## src/rtl/mac_32_scheduler_if.sv

```systemverilog
// ---------------------------------------------------------------------------
// mac_32_scheduler_if
//   Bundles the requester-side operand streams and the result return channel
//   of mac_32_scheduler.
//
//   Signals:
//     req_valid  [NUM_REQ]      per-requester operand beat valid
//     req_last   [NUM_REQ]      final beat of the requester's vector
//     req_a/b    [16*NUM_REQ]   operands, requester i at [16i+15:16i]
//     req_ready  [NUM_REQ]      one-hot (or zero) beat accept
//     result_valid/ready        result handshake
//     result_data  [32]         accumulated sum of products
//     result_id    [IDW]        requester that produced result_data
//     result_beats [16]         beats accumulated (mod 2^16)
//     busy                      scheduler not idle
//
//   Modports:
//     master : requester engines + result consumer
//     slave  : the scheduler
// ---------------------------------------------------------------------------
interface mac_32_scheduler_if #(
  parameter int NUM_REQ = 4,
  parameter int IDW     = $clog2(NUM_REQ)
);
  logic [NUM_REQ-1:0]    req_valid;
  logic [NUM_REQ-1:0]    req_last;
  logic [16*NUM_REQ-1:0] req_a;
  logic [16*NUM_REQ-1:0] req_b;
  logic [NUM_REQ-1:0]    req_ready;
  logic                  result_valid;
  logic                  result_ready;
  logic [31:0]           result_data;
  logic [IDW-1:0]        result_id;
  logic [15:0]           result_beats;
  logic                  busy;

  modport master (
    output req_valid, req_last, req_a, req_b, result_ready,
    input  req_ready, result_valid, result_data, result_id, result_beats, busy
  );

  modport slave (
    input  req_valid, req_last, req_a, req_b, result_ready,
    output req_ready, result_valid, result_data, result_id, result_beats, busy
  );
endinterface

```

## src/rtl/mac_32_scheduler.sv

```systemverilog
// ---------------------------------------------------------------------------
// mac_32_scheduler
//   Round-robin scheduler sharing one 16x16 multiply / 32-bit accumulate
//   datapath among NUM_REQ requesters. A granted requester streams operand
//   beats until req_last; the dot product is returned tagged with its ID
//   and beat count, then the next requester (round-robin) is served.
//
//   Ports:
//     clock0 : single clock, rising edge
//     reset  : synchronous, active-high; returns everything to IDLE/zero
//     bus    : mac_32_scheduler_if.slave (operand streams + result channel)
//
//   Build option:
//     MAC_32_SCHED_SIGNED_EN : when defined, operands are two's-complement
//                              and the product is sign-extended before
//                              accumulation; otherwise unsigned.
//
//   Datapath stages:
//     p0 : operand mux from the granted requester (combinational)
//     p1 : product register
//     p2 : accumulator (wraps mod 2^32)
// ---------------------------------------------------------------------------
module mac_32_scheduler #(
  parameter int NUM_REQ = 4,
  parameter int IDW     = $clog2(NUM_REQ)
) (
  input  logic               clock0,
  input  logic               reset,
  mac_32_scheduler_if.slave  bus
);

  typedef enum logic [1:0] {
    IDLE   = 2'd0,
    STREAM = 2'd1,
    DRAIN  = 2'd2,
    RESULT = 2'd3
  } state_t;

  // 16x16 -> 32 multiply; only the operand sign handling is configurable.
  function automatic logic [31:0] mul16(input logic [15:0] a, input logic [15:0] b);
`ifdef MAC_32_SCHED_SIGNED_EN
    logic signed [15:0] sa;
    logic signed [15:0] sb;
    logic signed [31:0] sp;
    sa = a;
    sb = b;
    sp = sa * sb;
    return $unsigned(sp);
`else
    logic [31:0] ua;
    logic [31:0] ub;
    ua = {16'd0, a};
    ub = {16'd0, b};
    return ua * ub;
`endif
  endfunction

  // Accumulation deliberately wraps; no saturation.
  function automatic logic [31:0] wrap_add(input logic [31:0] x, input logic [31:0] y);
    return x + y;
  endfunction

  // Round-robin pick: first valid requester searching upward from last+1.
  // Returns {found, index}. Scanning from the far end lets the nearest
  // candidate overwrite any farther one.
  function automatic logic [IDW:0] rr_pick(input logic [NUM_REQ-1:0] vld,
                                           input logic [IDW-1:0]     last);
    logic [IDW:0]   res;
    logic [IDW-1:0] idx_w;
    int             idx;
    res = '0;
    for (int k = NUM_REQ; k >= 1; k--) begin
      idx   = (int'(last) + k) % NUM_REQ;
      idx_w = IDW'(idx);
      if (vld[idx_w]) res = {1'b1, idx_w};
    end
    return res;
  endfunction

  state_t         state_q, state_d;
  logic [IDW-1:0] grant_q, grant_d;
  logic [IDW-1:0] last_grant_q, last_grant_d;
  logic [IDW:0]   pick_w;
  logic           start;
  logic           beat_acc;

  logic [15:0]    a_p0;
  logic [15:0]    b_p0;
  logic [31:0]    prod_p1;
  logic           vld_p1;
  logic [31:0]    acc_p2;
  logic [15:0]    beats_q;

  assign pick_w = rr_pick(bus.req_valid, last_grant_q);

  // Control: next state, grant and beat acceptance.
  always_comb begin
    state_d       = state_q;
    grant_d       = grant_q;
    last_grant_d  = last_grant_q;
    start         = 1'b0;
    beat_acc      = 1'b0;
    bus.req_ready = '0;
    unique case (state_q)
      IDLE: begin
        if (pick_w[IDW]) begin
          grant_d = pick_w[IDW-1:0];
          start   = 1'b1;
          state_d = STREAM;
        end
      end
      STREAM: begin
        bus.req_ready[grant_q] = 1'b1;
        if (bus.req_valid[grant_q]) begin
          beat_acc = 1'b1;
          if (bus.req_last[grant_q]) state_d = DRAIN;
        end
      end
      DRAIN: begin
        // Lets the final product reach the accumulator.
        state_d = RESULT;
      end
      RESULT: begin
        if (bus.result_ready) begin
          last_grant_d = grant_q;
          state_d      = IDLE;
        end
      end
      default: state_d = IDLE;
    endcase
  end

  always_ff @(posedge clock0) begin
    if (reset) begin
      state_q      <= IDLE;
      grant_q      <= '0;
      last_grant_q <= IDW'(NUM_REQ - 1);
    end else begin
      state_q      <= state_d;
      grant_q      <= grant_d;
      last_grant_q <= last_grant_d;
    end
  end

  // ---- p0: operand select from the granted requester ----
  always_comb begin
    a_p0 = bus.req_a[16*int'(grant_q) +: 16];
    b_p0 = bus.req_b[16*int'(grant_q) +: 16];
  end

  // ---- p1: product register and beat counter ----
  always_ff @(posedge clock0) begin
    if (reset) begin
      prod_p1 <= '0;
      vld_p1  <= 1'b0;
      beats_q <= '0;
    end else begin
      vld_p1 <= beat_acc;
      if (start) begin
        prod_p1 <= '0;
        beats_q <= '0;
      end else if (beat_acc) begin
        prod_p1 <= mul16(a_p0, b_p0);
        beats_q <= beats_q + 16'd1;
      end
    end
  end

  // ---- p2: accumulator ----
  always_ff @(posedge clock0) begin
    if (reset) begin
      acc_p2 <= '0;
    end else if (start) begin
      acc_p2 <= '0;
    end else if (vld_p1) begin
      acc_p2 <= wrap_add(acc_p2, prod_p1);
    end
  end

  // Result fields come straight from registers, so they are stable for the
  // whole RESULT state (no product is in flight once DRAIN has passed).
  assign bus.result_valid = (state_q == RESULT);
  assign bus.result_data  = acc_p2;
  assign bus.result_id    = grant_q;
  assign bus.result_beats = beats_q;
  assign bus.busy         = (state_q != IDLE);

endmodule

```

## src/flat_wrapper.sv

```systemverilog
// flat-port wrapper written by rule: the top's interface ports become plain ports
module mac_32_scheduler_flat 
#(
  parameter int NUM_REQ = 4,
  parameter int IDW     = $clog2(NUM_REQ)
)
  (clock0, reset, bus_req_valid, bus_req_last, bus_req_a, bus_req_b, bus_result_ready, bus_req_ready, bus_result_valid, bus_result_data, bus_result_id, bus_result_beats, bus_busy);
  mac_32_scheduler_if #(.NUM_REQ(NUM_REQ), .IDW(IDW)) bus_i ();
  input  logic clock0;
  input  logic reset;
  input wire logic [$bits(bus_i.req_valid)-1:0] bus_req_valid;
  input wire logic [$bits(bus_i.req_last)-1:0] bus_req_last;
  input wire logic [$bits(bus_i.req_a)-1:0] bus_req_a;
  input wire logic [$bits(bus_i.req_b)-1:0] bus_req_b;
  input wire logic [$bits(bus_i.result_ready)-1:0] bus_result_ready;
  output wire logic [$bits(bus_i.req_ready)-1:0] bus_req_ready;
  output wire logic [$bits(bus_i.result_valid)-1:0] bus_result_valid;
  output wire logic [$bits(bus_i.result_data)-1:0] bus_result_data;
  output wire logic [$bits(bus_i.result_id)-1:0] bus_result_id;
  output wire logic [$bits(bus_i.result_beats)-1:0] bus_result_beats;
  output wire logic [$bits(bus_i.busy)-1:0] bus_busy;
  assign bus_i.req_valid = bus_req_valid;
  assign bus_i.req_last = bus_req_last;
  assign bus_i.req_a = bus_req_a;
  assign bus_i.req_b = bus_req_b;
  assign bus_i.result_ready = bus_result_ready;
  assign bus_req_ready = bus_i.req_ready;
  assign bus_result_valid = bus_i.result_valid;
  assign bus_result_data = bus_i.result_data;
  assign bus_result_id = bus_i.result_id;
  assign bus_result_beats = bus_i.result_beats;
  assign bus_busy = bus_i.busy;
  mac_32_scheduler #(.NUM_REQ(NUM_REQ), .IDW(IDW)) u_core (.clock0(clock0), .reset(reset), .bus(bus_i));
endmodule
```

## config.mk

```make
export PLATFORM = sky130hd
export DESIGN_NAME = mac_32_scheduler_flat
export DESIGN_NICKNAME = d
export VERILOG_FILES = /design/src/rtl/mac_32_scheduler_if.sv /design/src/rtl/mac_32_scheduler.sv /design/src/flat_wrapper.sv
export SDC_FILE = /design/constraint.sdc
export NUM_CORES = 1
export LEC_CHECK = 0
export ABC_AREA = 0
export BUFFER_PORTS_ARGS = -buffer_cell sky130_fd_sc_hd__buf_2
export CORE_ASPECT_RATIO = 0.5
export CORE_MARGIN = 2
export CORE_UTILIZATION = 50
export DETAILED_ROUTE_END_ITERATION = 6
export PLACE_DENSITY = 0.71
export SLEW_MARGIN = 20
export SYNTH_ARGS = -nofsm -noshare
export SYNTH_HDL_FRONTEND = slang
export SYNTH_SLANG_ARGS = --single-unit
```

## constraint.sdc

```tcl
create_clock -name clock0 -period 17.05 [get_ports clock0]
set_clock_uncertainty 0.1 [all_clocks]
set_input_delay 5.115 -clock clock0 [delete_from_list [all_inputs] [get_ports clock0]]
set_output_delay 5.115 -clock clock0 [all_outputs]
set_load 0.02 [all_outputs]
```

==> summary.txt <==
Cells and area
  • Share of layout cells above drive strength 1: around 15%
  • FF/Latch Area: between 1500 and 2000 um2
  • ANT cells: 0
  • FILL cells: around 2600
  • Multi-input gate area: between 10000 and 15000 um2
  • Post-layout nets: 2310
  • Area Overhead vs Synth: 10.9%

Synth
  • Synth Area per Inst: 8.50 um2
  • Post-synthesis sequential area ratio: about an eighth
  • Ys Warns: 0
  • Distinct cells, synth: 70
  • Asr flop ratio synth: 0%
  • Post-Synthesis Cells: approximately 1700
  • Mapped Area: approximately 14000 um2
  • Synth Flop Type: dfxtp_1
  • Post-synthesis register bit count: slightly below 90
  • Mapped Nets: 2160
  • Number of synthesized flops with an enable pin: 0

Global route
  • First-pass GRT wire length: approximately 63000 um
  • Initial antenna violation count: 1
  • GRT Residual Overflow: 0
  • Vias in the first global route: 11700
  • Largest net degree at the start of global routing: between 70 and 80
  • Overall routing resource usage: about a quarter

Setup path
  • CP endpoint kind: flip-flop
  • Crit path max-delay cell type: o21ai_1
  • Crit path largest cell delay: 0.84 ns
  • Worst EP arrival: between 10 and 15 ns
  • Family with the most delay on the worst path: adder cells
  • Crit path required time: 17.24 ns
  • CP startpoint: bus_req_a[5]
  • WP buf/inv: 5
  • Reg2reg start: u_core.bus.result_id[0]
  • Crit-path cells: buf_2 > mux2_2 > o21ai_1 > nor2_1 > fa_1 > inv_1 > fa_1 > inv_1 > fa_1 > fa_1 > fa_1 > inv_1 > fa_1 > inv_1 > ha_1 > and3_1 > nand4_1 > nor3_1 > nor3_1 > o21ai_0 > a31oi_1 > or4_1 > nand3_1
  • WS Path Type: primary input to flip-flop
  • Crit-path max FO: 8
  • Crit path top cell by count: fa_1
  • Setup crit start kind: primary input

Clocking
  • TritonCTS clock tree: yes
  • Clock buffer count from CTS: 9
  • Max Buffers Root-to-Sink: 2
  • Clk Latency, worst-skew pair: 0.35 ns
  • Num Clock Sinks: 87
  • Clk Tree Root Cell: clkbuf_16
  • Clock-pin slew of the registers on the worst-case setup and hold paths: 0.06 ns
  • CTS Hold Bufs: 0
  • Htree depth: 3
  • Buffer count from post-CTS setup fixing: 0
  • CTS resizes: 0

Placed design
  • Hpwl dp: 31700 um
  • Routability cong.: between 0.9 and 1
  • Number of I/O port buffers: 194

STA
  • Final period utilization: around two thirds
  • RSZ-0062 raised after global routing: false
  • Final setup viols: 0
  • Slew Viols, Final: 0
  • Fmax: approximately 0.086 GHz
  • Final hold vios: 0
  • Min Tclk post-route: 11.62 ns
  • Setup TNS Final: 0 ns
  • Worst Tran Pin Value: 1.22 ns
  • Slew headroom: 17.9%

Floorplanning
  • Chip Height: 124 um
  • Core area: about 28000 um2
  • Top Ports: slightly below 200
  • Die W: between 200 and 250 um
  • Die area: roughly 30000 um2
  • Row Count: between 40 and 50
  • Initial Utilization: between 50% and 60%

Job
  • Maxcap violations: 0

Detailed routing
  • Drt drc: 0
  • Total wire length: about 40000 um
  • DRT Pass-1 Iters: 5
  • DR vias: around 12000
  • DR iter-0 viols: around 950
  • Number of vias per cell: between 5 and 6
  • Post-DR wirelength/cell: roughly 18 um
  • Antenna viol nets, final: 0

Worst hold path
  • HP Class: flip-flop to flip-flop
  • Hold path start: u_core.prod_p1[3]

Run status
  • Status: finished, final reports clean
cells in the mapped netlist (15+ instances only):
library cell | instances | area, um2
and2_1 | 36 | 225
ha_1 | 140 | 1750
o21a_1 | 19 | 143
a21oi_1 | 73 | 365
o21ai_0 | 33 | 165
mux4_2 | 19 | 428
o21ai_1 | 24 | 120
xnor2_1 | 30 | 263
nand3_1 | 30 | 150
nand2_1 | 223 | 837
fa_1 | 195 | 3900
a21o_1 | 40 | 300
a211oi_1 | 15 | 113
xor2_1 | 27 | 236
nor2_1 | 164 | 616
nor2b_1 | 15 | 93.8
dfxtp_1 | 87 | 1740
mux2_2 | 15 | 169
mux2i_1 | 36 | 360
inv_1 | 256 | 961
clkbuf_1 | 52 | 195
worst min-delay path, stage by stage, from the launching register on:
cell,delay (ns)
dfxtp_1,0.31
nand2_1,0.05
a21oi_1,0.05
flip-flops by register name, indices dropped and copies added (netlist names):
| register | flops |
|---|---|
| u_core.bus.result_beats | 16 |
| u_core.bus.result_data | 32 |
| u_core.bus.result_id | 2 |
| u_core.last_grant_q | 2 |
| u_core.prod_p1 | 32 |
| u_core.state_q | 2 |
| u_core.vld_p1 | 1 |
layout make-up:
| type | count | share of cell area, % |
|---|---|---|
| multi-input cells | 1274 | 71.4 |
| inverters | 256 | 6.05 |
| repair buffers | 208 | 6.77 |
| clock buffers | 10 | 1.44 |
| flip-flops and latches | 87 | 11.0 |
| clock inverters | 4 | 0.307 |
| well taps | 382 | 3.01 |
stage by stage:
| stage | hold WS [ns] | util, % | setup slack (ns) | std cells | instance area [um2] |
|---|---|---|---|---|---|
| after CTS | 0.364 | 56.9 | 5.42 | 2221 | 15900 |
| after global routing | 0.390 | 56.9 | 5.05 | 2221 | 15900 |
| final | 0.361 | 56.9 | 5.43 | 2221 | 15900 |
| after global placement | 0.351 | 55.9 | 5.19 | 2207 | 15600 |
| after floorplan | 0.336 | - | 5.80 | 1686 | 14300 |
| after detailed placement | 0.355 | 55.9 | 5.06 | 2207 | 15600 |
worst paths after layout:
| check | end | slack [ns] | depth (start not counted) |
|---|---|---|---|
| max | u_core.prod_p1[30] | 5.43 | 23 |
| min | u_core.prod_p1[3] | 0.36 | 2 |
| max reg2reg | u_core.prod_p1[30] | 9.18 | 23 |
| min reg2reg | u_core.prod_p1[3] | 0.36 | 2 |
kinds of logic (layout without fill, tap and decap cells):
group	Yosys count	in the layout	synth area share [%]
AO/OA/AOI/OAI	265	265	12.5
AND/OR/NAND/NOR	547	547	17.0
flip-flops	87	87	12.2
buffers and inverters	325	478	8.69
XOR/XNOR	57	57	3.48
multiplexers	70	70	6.68
adder cells (fa/ha/maj)	335	335	39.5
placed cells by master, fill, tap and decap left out, drive strengths merged, types with 37 or more instances in the layout:
cell type	synthesis	layout
inv	256	256
nand2	223	223
buf	17	208
fa	195	195
nor2	164	164
ha	140	140
dfxtp	87	87
a21oi	73	73
o21ai	59	59
a21o	40	40
and2	37	37
routing by layer:
layer / routed length, um / up-vias / track usage (%)
li1: - / 5783 / -
met1: 18200 / 5943 / 38.0
met2: 16900 / 463 / 41.0
met3: 3820 / 67 / 6.70
met4: 809 / 0 / 5.87
met5: 0 / - / 0
Power is left out: the tool's default activity adds up to more than one toggle a clock period on the data nets, which glitch-free logic cannot reach.
